===== config.mk =====
export PLATFORM = sky130hd
export DESIGN_NAME = key_autotype_flat
export DESIGN_NICKNAME = d
export VERILOG_FILES = /design/src/rtl/key_autotype_if.sv /design/src/rtl/key_autotype.sv /design/src/flat_wrapper.sv
export SDC_FILE = /design/constraint.sdc
export NUM_CORES = 1
export LEC_CHECK = 0
export ABC_AREA = 1
export CORE_UTILIZATION = 48
export CTS_CLUSTER_SIZE = 40
export DETAILED_ROUTE_END_ITERATION = 7
export PLACE_DENSITY = 0.78
export SLEW_MARGIN = 20
export SYNTH_ARGS = -nofsm -noshare
export SYNTH_HDL_FRONTEND = slang
export SYNTH_SLANG_ARGS = --single-unit

===== constraint.sdc =====
create_clock -name clk -period 2.31 [get_ports clk]
set_clock_uncertainty 0.05 [all_clocks]
set_input_delay 0.231 -clock clk [delete_from_list [all_inputs] [get_ports clk]]
set_output_delay 0.231 -clock clk [all_outputs]
set_load 0.01 [all_outputs]

===== src/rtl/key_autotype_if.sv =====
// Key-event bus of the auto-type scheduler: frame tick, live PS/2 events,
// auto-type request channel and the merged event stream to the keyboard matrix.
interface key_autotype_if;
    logic       tick;
    logic       live_strobe;
    logic       live_pressed;
    logic [7:0] live_code;
    logic       at_valid;
    logic [7:0] at_code;
    logic       at_shift;
    logic       at_ready;
    logic       at_abort;
    logic       at_busy;
    logic       out_strobe;
    logic       out_pressed;
    logic [7:0] out_code;

    modport master (
        output tick, live_strobe, live_pressed, live_code,
        output at_valid, at_code, at_shift, at_abort,
        input  at_ready, at_busy, out_strobe, out_pressed, out_code
    );

    modport slave (
        input  tick, live_strobe, live_pressed, live_code,
        input  at_valid, at_code, at_shift, at_abort,
        output at_ready, at_busy, out_strobe, out_pressed, out_code
    );
endinterface


===== src/rtl/key_autotype.sv =====
// Merges live key events with an auto-typed key stream onto one key-event port.
// Live events always win the port; auto-typed keys are held/gapped by frame ticks.
module key_autotype #(
    parameter int         HOLD_TICKS = 3,
    parameter int         GAP_TICKS  = 2,
    parameter logic [7:0] SHIFT_CODE = 8'h12
) (
    input logic           clk,
    input logic           reset,
    key_autotype_if.slave bus
);
    typedef enum logic [2:0] {
        S_IDLE, S_SH_DN, S_K_DN, S_HOLD, S_K_UP, S_SH_UP, S_GAP
    } state_t;

    localparam logic [3:0] HOLD_N = 4'(HOLD_TICKS);
    localparam logic [3:0] GAP_N  = 4'(GAP_TICKS);

    state_t     state, state_nxt;
    logic [7:0] code_q;
    logic       shift_q;
    logic [3:0] cnt_q;
    logic [3:0] cnt_inc;

    logic       emit_vld_p0;
    logic       emit_pressed_p0;
    logic [7:0] emit_code_p0;

    logic       out_strobe_p1;
    logic       out_pressed_p1;
    logic [7:0] out_code_p1;

    assign cnt_inc = cnt_q + 4'd1;

    always_ff @(posedge clk or posedge reset) begin
        if (reset) state <= S_IDLE;
        else       state <= state_nxt;
    end

    // Emit states only advance when the port was free; a live event forces a retry.
    always_comb begin
        state_nxt = state;
        case (state)
            S_IDLE:  if (bus.at_valid) state_nxt = bus.at_shift ? S_SH_DN : S_K_DN;
            S_SH_DN: begin
                if (bus.at_abort)          state_nxt = S_IDLE;
                else if (!bus.live_strobe) state_nxt = S_K_DN;
            end
            S_K_DN: begin
                if (bus.at_abort)          state_nxt = shift_q ? S_SH_UP : S_GAP;
                else if (!bus.live_strobe) state_nxt = S_HOLD;
            end
            S_HOLD: begin
                if (bus.at_abort)                      state_nxt = S_K_UP;
                else if (bus.tick && cnt_inc == HOLD_N) state_nxt = S_K_UP;
            end
            S_K_UP:  if (!bus.live_strobe) state_nxt = shift_q ? S_SH_UP : S_GAP;
            S_SH_UP: if (!bus.live_strobe) state_nxt = S_GAP;
            S_GAP:   if (bus.tick && cnt_inc == GAP_N) state_nxt = S_IDLE;
            default: state_nxt = S_IDLE;
        endcase
    end

    always_comb begin
        emit_vld_p0     = 1'b0;
        emit_pressed_p0 = 1'b0;
        emit_code_p0    = code_q;
        case (state)
            S_SH_DN: begin
                emit_vld_p0     = !bus.at_abort;
                emit_pressed_p0 = 1'b1;
                emit_code_p0    = SHIFT_CODE;
            end
            S_K_DN: begin
                emit_vld_p0     = !bus.at_abort;
                emit_pressed_p0 = 1'b1;
            end
            S_K_UP:  emit_vld_p0 = 1'b1;
            S_SH_UP: begin
                emit_vld_p0  = 1'b1;
                emit_code_p0 = SHIFT_CODE;
            end
            default: emit_vld_p0 = 1'b0;
        endcase
        if (bus.live_strobe) emit_vld_p0 = 1'b0;
        bus.at_ready = (state == S_IDLE);
        bus.at_busy  = (state != S_IDLE);
    end

    // Counter restarts on every state change, so a tick in the entry clk is never counted.
    always_ff @(posedge clk or posedge reset) begin
        if (reset) begin
            code_q  <= 8'd0;
            shift_q <= 1'b0;
            cnt_q   <= 4'd0;
        end else begin
            if (state == S_IDLE && bus.at_valid) begin
                code_q  <= bus.at_code;
                shift_q <= bus.at_shift;
            end
            if (state_nxt != state)
                cnt_q <= 4'd0;
            else if (bus.tick && (state == S_HOLD || state == S_GAP))
                cnt_q <= cnt_inc;
        end
    end

    // p0 -> p1: single output register shared by both event sources
    always_ff @(posedge clk or posedge reset) begin
        if (reset) begin
            out_strobe_p1  <= 1'b0;
            out_pressed_p1 <= 1'b0;
            out_code_p1    <= 8'd0;
        end else if (bus.live_strobe) begin
            out_strobe_p1  <= 1'b1;
            out_pressed_p1 <= bus.live_pressed;
            out_code_p1    <= bus.live_code;
        end else if (emit_vld_p0) begin
            out_strobe_p1  <= 1'b1;
            out_pressed_p1 <= emit_pressed_p0;
            out_code_p1    <= emit_code_p0;
        end else begin
            out_strobe_p1  <= 1'b0;
        end
    end

    assign bus.out_strobe  = out_strobe_p1;
    assign bus.out_pressed = out_pressed_p1;
    assign bus.out_code    = out_code_p1;
endmodule

===== src/flat_wrapper.sv =====
// flat-port wrapper written by rule: the top's interface ports become plain ports
module key_autotype_flat 
#(
    parameter int         HOLD_TICKS = 3,
    parameter int         GAP_TICKS  = 2,
    parameter logic [7:0] SHIFT_CODE = 8'h12
)
  (clk, reset, bus_tick, bus_live_strobe, bus_live_pressed, bus_live_code, bus_at_valid, bus_at_code, bus_at_shift, bus_at_abort, bus_at_ready, bus_at_busy, bus_out_strobe, bus_out_pressed, bus_out_code);
  key_autotype_if bus_i ();
  input logic clk;
  input logic reset;
  input wire logic [$bits(bus_i.tick)-1:0] bus_tick;
  input wire logic [$bits(bus_i.live_strobe)-1:0] bus_live_strobe;
  input wire logic [$bits(bus_i.live_pressed)-1:0] bus_live_pressed;
  input wire logic [$bits(bus_i.live_code)-1:0] bus_live_code;
  input wire logic [$bits(bus_i.at_valid)-1:0] bus_at_valid;
  input wire logic [$bits(bus_i.at_code)-1:0] bus_at_code;
  input wire logic [$bits(bus_i.at_shift)-1:0] bus_at_shift;
  input wire logic [$bits(bus_i.at_abort)-1:0] bus_at_abort;
  output wire logic [$bits(bus_i.at_ready)-1:0] bus_at_ready;
  output wire logic [$bits(bus_i.at_busy)-1:0] bus_at_busy;
  output wire logic [$bits(bus_i.out_strobe)-1:0] bus_out_strobe;
  output wire logic [$bits(bus_i.out_pressed)-1:0] bus_out_pressed;
  output wire logic [$bits(bus_i.out_code)-1:0] bus_out_code;
  assign bus_i.tick = bus_tick;
  assign bus_i.live_strobe = bus_live_strobe;
  assign bus_i.live_pressed = bus_live_pressed;
  assign bus_i.live_code = bus_live_code;
  assign bus_i.at_valid = bus_at_valid;
  assign bus_i.at_code = bus_at_code;
  assign bus_i.at_shift = bus_at_shift;
  assign bus_i.at_abort = bus_at_abort;
  assign bus_at_ready = bus_i.at_ready;
  assign bus_at_busy = bus_i.at_busy;
  assign bus_out_strobe = bus_i.out_strobe;
  assign bus_out_pressed = bus_i.out_pressed;
  assign bus_out_code = bus_i.out_code;
  key_autotype #(.HOLD_TICKS(HOLD_TICKS), .GAP_TICKS(GAP_TICKS), .SHIFT_CODE(SHIFT_CODE)) u_core (.clk(clk), .reset(reset), .bus(bus_i));
endmodule

==> flow_summary.yaml <==
die:
  die_area_sq_um: 3240
  row_count: 19
  initial_core_util: 0.516
  ioPinCount: 36
  die_y_microns: 56.9
  die_w_microns: 56.9
  coreArea_sq_um: 2810
clock_tree:
  cts_hold_buf: 0
  clock-sinks: 26
  cts_tree: "done"
  cts_setup_buffers: 0
  clock-root-buffer: "clkbuf_4"
  cts_resized: 0
  numCtsBuffers: 3
  insertion_delay_ns: 0.32
  clk_pin_slew_ns: 0.14
  htreeDepth: 1
  ctsLongestPathBuffers: 2
sta:
  rsz0062_at_grt: "false"
  fin_crit_sh: 0.882
  setup_violations: 0
  min_period_ns: 2.04
  hold_violations: 0
  fmax_ghz: 0.491
  tightest_slew_ns: 0.338
  setup_tns_ns: 0
  drv_slew: 0
  relSlewSlack: 0.775
placed_design:
  dp_hpwl_mm: 2.38
  dp.cells: 257
  io_buffers: 35
  place_congestion: 0.859
setup_path:
  cp_num_cells: 4
  setup.worst_path.end: "bus_at_ready"
  rrSetupSlack_ns: 0.39
  path_max_fanout: 7
  critPathLaunchType: "flop"
  path_cells: "nor2_1, nand2_2, inv_1, clkdlybuf4s50_1"
  r2r-end: "u_core.cnt_q[1]"
  critPathTopFamily: "buffers and inverters"
  r2r-start: "u_core.cnt_q[0]"
  crit_path_start: "u_core.state[0]"
  critical_path_class: "flop to output port"
  cp_slowest_stage_delay_ns: 0.54
  required_ns: 2.03
  critical_path.endpoint_type: "output port"
  arrival_ns: 1.76
  cp_slowest_cell: "clkdlybuf4s50_1"
  crit_buf_inv: 2
  r2r_cells: 11
power_and_ir_drop:
  p_per_area_nw_per_um2: 1160
  p_sw_mw: 0.881
  switching_share: 0.402
  peakVddDrop_mv: 0.707
  p_seq_frac: 0.371
  leakagePower_nw: 0.930
  p_comb_frac: 0.488
  clkPwrFrac: 0.140
  intPower_mw: 1.31
cells_and_area:
  drive_gt1_frac: 0.0913
  fin_cells: 261
  final_cell_mix: "nand2_1, clkdlybuf4s50_1, dfrtp_1, nor2_1"
  antenna_cells: 0
  finalNetCount: 258
  mostFrequentLayoutCell: "nand2_1"
  syn_to_final_growth_pct: 30.3
route:
  drt_pass1_iterations: 6
  wl_per_cell_microns: 11.7
  drtIter0Drc: 64
  viasPerCell: 5.18
  drcViolationCount: 4
  drt_wl_total_mm: 3.06
  antenna_left: 0
  num_vias: 1351
global_routing:
  grt_overflow_total: 0
  grt_antenna_before_repair: 0
  grt_pass1_vias: 1256
  grt_use_total: 0.209
  grt_max_degree: 27
  grt_pass1_wl_mm: 5.35
synthesis:
  syn-cell-area_sq_um: 1450
  syn_inst: 192
  synth_cell_type_count: 25
  yosysTopAreaCellShare: 0.449
  synth_warnings: 0
  synth_top_area_cell: "dfrtp_1"
  seq_area_frac_synth: 0.449
  ys_seq_elements: 26
  synth_nets: 219
  netlist_top_cells_area: "dfrtp_1, nand2_1, nand3_1"
  syn_area_per_cell_sq_um: 7.54
flow_run:
  drv_cap: 0
run_status:
  status: "finished, violations left"
  failed_checks: "DRC"
min_path:
  hold_path_class: "primary input to asynchronous set/reset pin"
## synthesized netlist by cell type (all sizes together)
cell type	instances
o21ai	6
nor2	24
inv	21
a21oi	4
xor2	1
nand2	64
a31oi	7
clkbuf	1
o21a	1
buf	4
xnor2	1
nor3	1
o221ai	1
mux2	1
ha	3
nand4	3
nand3	23
dfrtp	26
## worst min path at each step
| stage | startpoint | end | slack, ns | cells after the start |
|---|---|---|---|---|
| floorplan | reset | u_core.bus.out_code[0] | 0.22 | 1 |
| global placement | u_core.code_q[3] | u_core.code_q[3] | 0.41 | 2 |
| detailed placement | u_core.code_q[3] | u_core.code_q[3] | 0.41 | 2 |
| CTS | reset | u_core.cnt_q[3] | 0.20 | 3 |
| global route | reset | u_core.bus.out_code[5] | 0.22 | 3 |
| finish | reset | u_core.bus.out_pressed | 0.19 | 3 |
## layer usage
layer  wire length, microns  vias to the layer above  global-route usage
met5                      0                        -                   0
met4                     59                        0              0.0662
met3                    181                       10              0.0438
met2                   1470                       50               0.355
met1                   1340                      601               0.266
li1                       -                      690                   -
## logic make-up (layout without fill, tap and decap cells)
| kind of cell | Yosys count | in the layout | synth area share |
|---|---|---|---|
| AO/OA/AOI/OAI | 19 | 19 | 0.0761 |
| XOR/XNOR | 2 | 2 | 0.0121 |
| adder cells (fa/ha/maj) | 3 | 3 | 0.0259 |
| buffers and inverters | 26 | 64 | 0.0769 |
| flip-flops | 26 | 26 | 0.449 |
| multiplexers | 1 | 1 | 0.00778 |
| AND/OR/NAND/NOR | 115 | 115 | 0.352 |
## power by group through the flow
stage                     clock, mW  sequential, mW  combinational (mW)
after floorplan                   0           0.814               0.669
after global placement            0           0.810                1.03
after detailed placement          0           0.819                1.07
after CTS                     0.318           0.810                1.07
after global routing          0.344           0.841                1.19
final                         0.308           0.814                1.07
## layout make-up
| type | instances | area, sq um |
|---|---|---|
| Clock buffer | 3 | 22.5 |
| Clock inverter | 1 | 30.0 |
| Fill cell | 245 | 918 |
| Inverter | 21 | 78.8 |
| Multi-Input combinational cell | 140 | 686 |
| Sequential cell | 26 | 651 |
| Tap cell | 31 | 38.8 |
| Timing Repair Buffer | 39 | 380 |
## sequential cells by signal, summed over array words and instances, names as in the netlist
signal	cells
u_core.shift_q	1
u_core.cnt_q	4
u_core.bus.out_code	8
u_core.state	3
u_core.bus.out_strobe	1
u_core.bus.out_pressed	1
u_core.code_q	8
## worst register-to-register path: cells and delay by family (launching register included)
family | cells | cell delay [ns]
XOR/XNOR | 1 | 0.24
adder cells (fa/ha/maj) | 1 | 0.25
buffers and inverters | 1 | 0.07
flip-flops | 1 | 0.48
AND/OR/NAND/NOR | 8 | 0.73
## per-stage QoR
| step | util | power (mW) | hold WS (ns) | cell area (sq um) | worst slack [ns] |
|---|---|---|---|---|---|
| 2_1_floorplan | - | 1.48 | 0.221 | 1450 | 0.661 |
| 3_3_place_gp | 0.654 | 1.84 | 0.410 | 1830 | 0.472 |
| 3_5_place_dp | 0.654 | 1.88 | 0.414 | 1830 | 0.360 |
| 4_1_cts | 0.673 | 2.20 | 0.202 | 1890 | 0.276 |
| 5_1_grt | 0.673 | 2.37 | 0.223 | 1890 | 0.189 |
| 6_report | 0.673 | 2.19 | 0.195 | 1890 | 0.274 |
Note: power is estimated with default switching activity, not from simulation.
